File: src/rtl/clk_div_prog.sv
// Runtime-programmable clock divider: square / duty / pulse waveform plus period tick.
// Optional phase-restart input sync_in is enabled by defining CLKDIV_SYNC_EN.
module clk_div_prog #(
  parameter int WIDTH        = 30,
  parameter int DEFAULT_DIV  = 20,
  parameter int DEFAULT_MODE = 0
) (
  input  logic             clock,
  input  logic             reset,
`ifdef CLKDIV_SYNC_EN
  input  logic             sync_in,
`endif
  input  logic             enable,
  input  logic [WIDTH-1:0] cfg_div,
  input  logic [WIDTH-1:0] cfg_high,
  input  logic [1:0]       cfg_mode,
  input  logic             cfg_valid,
  output logic             cfg_ready,
  output logic             out_clk,
  output logic             tick
);

  function automatic logic [WIDTH-1:0] clamp_div(input logic [WIDTH-1:0] d);
    return (d < WIDTH'(2)) ? WIDTH'(2) : d;
  endfunction

  // d must already be clamped to >= 2
  function automatic logic [WIDTH-1:0] derive_high(input logic [WIDTH-1:0] d,
                                                   input logic [WIDTH-1:0] h,
                                                   input logic [1:0]       m);
    logic [WIDTH-1:0] r;
    case (m)
      2'b01: begin
        r = (h == '0) ? WIDTH'(1) : h;
        if (r > d - WIDTH'(1)) r = d - WIDTH'(1);
      end
      2'b10:   r = WIDTH'(1);
      default: r = d >> 1;
    endcase
    return r;
  endfunction

  localparam logic [WIDTH-1:0] DEF_D = clamp_div(WIDTH'(DEFAULT_DIV));
  localparam logic [WIDTH-1:0] DEF_H = derive_high(DEF_D, '0, 2'(DEFAULT_MODE));

  logic [WIDTH-1:0] count_reg, count_next;
  logic [WIDTH-1:0] div_reg, div_next;
  logic [WIDTH-1:0] high_reg, high_next;
  logic             running_reg, running_next;
  logic             pend_reg, pend_next;
  logic [WIDTH-1:0] sh_div_reg, sh_high_reg;
  logic [1:0]       sh_mode_reg;
  logic             out_clk_reg, out_clk_next;
  logic             tick_reg, tick_next;
  logic             apply;
  logic             sync_hit;
  logic             xfer;
  logic [WIDTH-1:0] sh_div_clamped;

`ifdef CLKDIV_SYNC_EN
  assign sync_hit = sync_in;
`else
  assign sync_hit = 1'b0;
`endif

  assign xfer           = cfg_valid && !pend_reg;
  assign sh_div_clamped = clamp_div(sh_div_reg);

  always_comb begin
    count_next   = count_reg;
    running_next = running_reg;
    div_next     = div_reg;
    high_next    = high_reg;
    pend_next    = pend_reg;
    apply        = 1'b0;

    // Every path that lands on C=0 is a period boundary where shadow config may load.
    if (!enable) begin
      running_next = 1'b0;
      count_next   = '0;
      apply        = pend_reg;
    end else if (!running_reg) begin
      running_next = 1'b1;
      count_next   = '0;
      apply        = pend_reg;
    end else if (sync_hit || (count_reg >= div_reg - WIDTH'(1))) begin
      count_next   = '0;
      apply        = pend_reg;
    end else begin
      count_next   = count_reg + WIDTH'(1);
    end

    if (apply) begin
      div_next  = sh_div_clamped;
      high_next = derive_high(sh_div_clamped, sh_high_reg, sh_mode_reg);
      pend_next = 1'b0;
    end
    if (xfer) pend_next = 1'b1;

    out_clk_next = running_next && (count_next < high_next);
    tick_next    = running_next && (count_next == '0);
  end

  always_ff @(posedge clock) begin
    if (reset) begin
      count_reg   <= '0;
      running_reg <= 1'b0;
      div_reg     <= DEF_D;
      high_reg    <= DEF_H;
      pend_reg    <= 1'b0;
      sh_div_reg  <= '0;
      sh_high_reg <= '0;
      sh_mode_reg <= '0;
      out_clk_reg <= 1'b0;
      tick_reg    <= 1'b0;
    end else begin
      count_reg   <= count_next;
      running_reg <= running_next;
      div_reg     <= div_next;
      high_reg    <= high_next;
      pend_reg    <= pend_next;
      out_clk_reg <= out_clk_next;
      tick_reg    <= tick_next;
      if (xfer) begin
        sh_div_reg  <= cfg_div;
        sh_high_reg <= cfg_high;
        sh_mode_reg <= cfg_mode;
      end
    end
  end

  assign cfg_ready = !pend_reg;
  assign out_clk   = out_clk_reg;
  assign tick      = tick_reg;

endmodule

File: config.mk
export PLATFORM = sky130hd
export DESIGN_NAME = clk_div_prog
export DESIGN_NICKNAME = d
export VERILOG_FILES = /design/src/rtl/clk_div_prog.sv
export SDC_FILE = /design/constraint.sdc
export NUM_CORES = 1
export LEC_CHECK = 0
export CELL_PAD_IN_SITES_DETAIL_PLACEMENT = 1
export CELL_PAD_IN_SITES_GLOBAL_PLACEMENT = 1
export CORE_MARGIN = 8
export CORE_UTILIZATION = 48
export CTS_CLUSTER_DIAMETER = 150
export DETAILED_ROUTE_END_ITERATION = 7
export HOLD_SLACK_MARGIN = 0.1
export PLACE_DENSITY = 0.92
export SLEW_MARGIN = 15
export SYNTH_ARGS = -nofsm -noshare
export SYNTH_HDL_FRONTEND = slang
export SYNTH_SLANG_ARGS = --single-unit
File: constraint.sdc
create_clock -name clock -period 20.9 [get_ports clock]
set_clock_uncertainty 0.05 [all_clocks]
set_input_delay 2.09 -clock clock [delete_from_list [all_inputs] [get_ports clock]]
set_output_delay 2.09 -clock clock [all_outputs]
set_load 0.05 [all_outputs]
Yosys cells after proc, flatten, opt, wreduce, memory -nomap -nowiden
Index checks and enable logic that the tools add are counted.
W data, S select, Z words.
{ "word_totals": {"reg_bits": 156, "inputBits": 66, "output_inout_bits": 3} }
{ "op_classes": {"addsub": 3, "magnitude_cmp": 4, "eq_ne": 2, "muxes": 14, "n_reduce_logical": 7} }
{ "op_table": {"columns": ["op", "count"], "rows": [
  ["$mux W30", 7],
  ["$logic_not A30 Y1", 2],
  ["$pmux W30 S2", 1],
  ["$sub A30 B1 Y30 const B", 2],
  ["$add A30 B1 Y30 const B", 1],
  ["$ge A30 B30 Y1", 1],
  ["$gt A30 B30 Y1", 1],
  ["$lt A30 B2 Y1 const B", 1],
  ["$lt A30 B30 Y1", 1],
  ["$mux W1", 6],
  ["$logic_and A1 B1 Y1", 3],
  ["$eq A2 B1 Y1 const B", 1],
  ["$eq A2 B2 Y1 const B", 1],
  ["$reduce_bool A2 Y1", 1],
  ["$logic_not A1 Y1", 1]
]} }

Logic depth before layout (Yosys ltp)
{ "depth": {"depth_word": 9, "mapped_depth": 27, "depth_no_buf": 25} }

Least setup slack after synthesis
Ideal clock, no wire load.
{ "synth_timing": {"path_type": "flip-flop to flip-flop", "startpoint": "register sh_div_reg[7]", "endpoint": "register out_clk_reg, in the netlist out_clk", "setup_ns": 0.127, "t_arrival_ns": 6.974, "required_ns": 20.723, "slack_ns": 13.749, "stages_incl_launch_ff": 26, "path_buffers": 2, "cell_sequence": "dfxtp_1 -> clkbuf_1 -> or4_1 -> or3_1 -> o31ai_1 -> ha_1 -> or3b_2 -> or3_1 -> or4_1 -> xor2_1 -> ha_1 -> nand4_1 -> nor4_1 -> nand2b_1 -> a21o_1 -> nand2_1 -> clkbuf_1 -> o211ai_1 -> and3_1 -> ha_1 -> nand4_1 -> or2_2 -> or3_1 -> or3_1 -> a311oi_1 -> o22ai_1"} }
{ "synth_between": {"elab_chain_len": 9} }
{ "synth_rtl": {"columns": ["item", "line", "source"], "rows": [
  ["start, declared", "51", "logic [WIDTH-1:0] sh_div_reg, sh_high_reg;"],
  ["start signal, assigned", "125", "sh_div_reg <= cfg_div;"],
  ["$lt A30 B2 Y1", "24", "return (d < WIDTH'(2)) ? WIDTH'(2) : d;"],
  ["$mux W30 (*)", "24", null],
  ["$sub A30 B1 Y30", "35", "if (r > d - WIDTH'(1)) r = d - WIDTH'(1);"],
  ["$gt A30 B30 Y1", "35", null],
  ["$mux W30", "35", null],
  ["$pmux W30 S2 (*)", "32", "case (m)"],
  ["$mux W30 (*)", "93", "if (apply) begin"],
  ["$lt A30 B30 Y1 (*)", "100", "out_clk_next = running_next && (count_next < high_next);"],
  ["$logic_and A1 B1 Y1 (*)", "100", null],
  ["end signal, assigned", "122", "out_clk_reg <= out_clk_next;"],
  ["end, declared", "53", "logic out_clk_reg, out_clk_next;"]
]} }
Mark *: on every way between the ends. The rest lies on a longest branch, timed or not.
A chain may end at the register's enable or synchronous reset.

Worst setup path after layout
{ "layout_timing": {"startpoint": "register sh_div_reg[11]", "endpoint": "register out_clk_reg, in the netlist out_clk"} }
The elaborated chain is that of the path after synthesis.

==> results_dict.tcl <==
set metrics [dict create \
    io_buffer_count 68 \
    synth_warnings 0 \
    setup_viol 0 \
    async_flop_share_pct 0 \
    gr-usage-all-layers_pct 27.1 \
    crit_chain "nor4_1 > nand2_1 > o31ai_1 > ha_1 > or3b_2 > or3_1 > or4_1 > xor2_1 > ha_1 > nand4_1 > nor4_1 > and2_1 > a21o_1 > nand2_1 > o211ai_1 > and3_1 > ha_1 > a21o_1 > a21o_1 > a2111oi_0 > o211ai_1 > a211oi_1 > o211ai_1 > o22ai_1" \
    synth-seq-cells 156 \
    holdWs_ns 0.425 \
    dr.pass1.iters 4 \
    syn_nets 1481 \
    die_area_mm2 0.0259 \
    place_ws_ns 12.36 \
    cp.required_ns 21.21 \
    layout_commonest_cell "nand2_1" \
    synth_top_family_by_area "simple AND/OR/NAND/NOR gates" \
    r2r_slack_ns 12.11 \
    vdd_drop_max_mv 0.0451 \
    cp_slowest_cell "o31ai_1" \
    grt_max_degree 87 \
    yosysSeqAreaShare_pct 31.0 \
    wirelength_um 34700 \
    cts_tree "built" \
    yosys_most_used_dff "dfxtp_1" \
    synth.mux.area_fraction_pct 0.547 \
    grt_pass1_vias 10600 \
    worstPathArrival_ns 9.10 \
    clk_pin_slew_ns 0.07 \
    num_vias 10000 \
    crit_end "out_clk" \
    critPathMaxFanout 26 \
    synth-compound-area-share_pct 17.8 \
    min_period_over_period_pct 42.1 \
    setup.worst_path.class "flop to flop" \
    start_util_pct 48.3 \
    min_path_cells 2 \
    leakagePower_nw 4.15 \
    syn_area_per_cell_um2 7.62 \
    drt_iter0_markers 775 \
    synth_edf_count 0 \
    dp_hpwl_um 25500 \
    slew_headroom_pct 34.1 \
    p_sw_uw 265 \
    placedCellCount 1577 \
    r2r_end "out_clk" \
    die_height_um 161 \
    drc_errors 0 \
    worst_slew_pin_slew_ns 0.987 \
    fin_total_pwr_uw 791 \
    rows 53 \
    die_w_um 161 \
    combPwrFrac_pct 20.6 \
    antenna_found_initial 0 \
    status "finished, final reports clean" \
    fin_nets 1481 \
    synth-simple-area-share_pct 27.7 \
    clkSinkCount 156 \
    crit_path_end_kind "flop" \
    post_cts_buffers 0 \
    syn2layout_area_growth_pct 13.3 \
    cts_buffers 17 \
    worst_slack_ns 12.11 \
    rsz0062_at_grt "no" \
    core_region_area_mm2 0.0208 \
    p_sw_share_pct 33.6 \
    n_fill_cell 2601 \
    hold_class "flop to flop" \
    clock_path_buffers 2 \
    power_frac_seq_pct 41.0 \
    cap_violations 0 \
    timing.fmax_ghz 0.114 \
    via_per_inst 6.22 \
    htree_num_levels 4 \
    post_cts_resized 0 \
    routedWlPerCell_um 21.5 \
    synthesis.area_mm2 0.0101 \
    grt-ovfl-total 0 \
    hold_viol_final 0 \
    cp_slowest_stage_delay_ns 0.71 \
    p_int_uw 525 \
    r2r_start "sh_div_reg[11]" \
    grt_pass1_wl_um 56500 \
    layout_common_cells "nand2_1 (253), dfxtp_1 (156), a21oi_1 (117), nor2_1 (97), ha_1 (94)" \
    worstSetupStartpoint "sh_div_reg[11]" \
    n_antenna_cell 0 \
    stdcell_count 1609 \
    insertion_delay_ns 0.44 \
    r2r_cells 24 \
    num_io_pins 69 \
    place_congestion 0.952 \
    min_period_ns 8.79 \
    pwr-share-clk_pct 38.3 \
    synthXorXnorAreaFrac_pct 6.88 \
    finalSetupTns_ns 0 \
    ctsHoldBuffers 0 \
    p_per_area_mw_per_mm2 69.3 \
    drive_gt1_share_pct 5.47 \
    final_antenna_net_count 0 \
    synth_fa_ha_area_share_pct 11.7 \
    root_buffer "clkbuf_16" \
    synth_cell_types 62 \
    slew_violations 0 \
    cp-start-kind "flop" \
    syn_inst 1321 \
]
-- stage by stage --
stage	utilization [%]	instance area [µm²]
CTS	54.8	11400
floorplan	-	10100
global route	54.8	11400
detailed placement	52.1	10800
finish	54.8	11400
global placement	52.1	10800
-- how the worst min path moves through the flow --
stage,startpoint,end,slack [ns]
final,sh_high_reg[0],sh_high_reg[0],0.43
after global routing,sh_div_reg[1],sh_div_reg[1],0.44
after CTS,sh_high_reg[0],sh_high_reg[0],0.43
after detailed placement,high_reg[29],high_reg[29],0.41
after global placement,high_reg[29],high_reg[29],0.39
after floorplan,high_reg[29],high_reg[29],0.38
-- Yosys cell counts, types with 15 or more instances --
master    count  share of area, %
a211oi_1     15               1.1
a21oi_1     118               5.9
a31oi_1      20               1.2
and3_1       27               1.7
clkbuf_1     96               3.6
dfxtp_1     156                31
ha_1         94                12
inv_1        15              0.56
nand2_1     254               9.5
nand3_1      47               2.3
nand4_1      33               2.1
nor2_1       97               3.6
nor3_1       32               1.6
nor4_1       26               1.6
o211ai_1     26               1.9
o21ai_0      43               2.1
xnor2_1      35               3.0
xor2_1       44               3.8
-- worst max-delay path: cells and delay by family, from the launching register on --
family | cells | cell delay, ns
simple gates | 10 | 4.11
fa+ha+maj | 3 | 0.86
xor+xnor | 1 | 0.18
compound gates | 10 | 3.12
flops | 1 | 0.38
-- cells by family after synthesis --
logic type,Yosys count
AND/OR/NAND/NOR,580
AO/OA/AOI/OAI,289
buffers and inverters,118
adder cells (fa/ha/maj),94
XOR/XNOR,79
flip-flops,156
multiplexers,5
-- area by class of cell --
| type | instances | area (µm²) | share of cell area, % |
|---|---|---|---|
| inverter | 17 | 63.8 | 0.560 |
| clock inverter | 15 | 130 | 1.14 |
| sequential | 156 | 3120 | 27.4 |
| timing repair buffer | 82 | 783 | 6.87 |
| tap | 275 | 344 | 3.02 |
| multi-input combinational | 1047 | 6530 | 57.3 |
| clock buffer | 17 | 425 | 3.73 |
-- routing by layer --
metal / wire length (µm) / part of all wire (%) / GRT usage, %
met1: 14900 / 43 / 33.3
met2: 16300 / 47 / 45.1
met3: 1830 / 5.3 / 4.74
met4: 1590 / 4.6 / 13.3
met5: 0 / 0 / 0
-- power groups by stage --
| stage | logic (mW) | registers, mW | clock network (mW) |
|---|---|---|---|
| global placement | 0.152 | 0.330 | 0 |
| global route | 0.178 | 0.326 | 0.317 |
| detailed placement | 0.157 | 0.331 | 0 |
| finish | 0.163 | 0.324 | 0.303 |
| CTS | 0.161 | 0.324 | 0.304 |
| floorplan | 0.109 | 0.324 | 0 |
(Power assumes the default switching activity.)
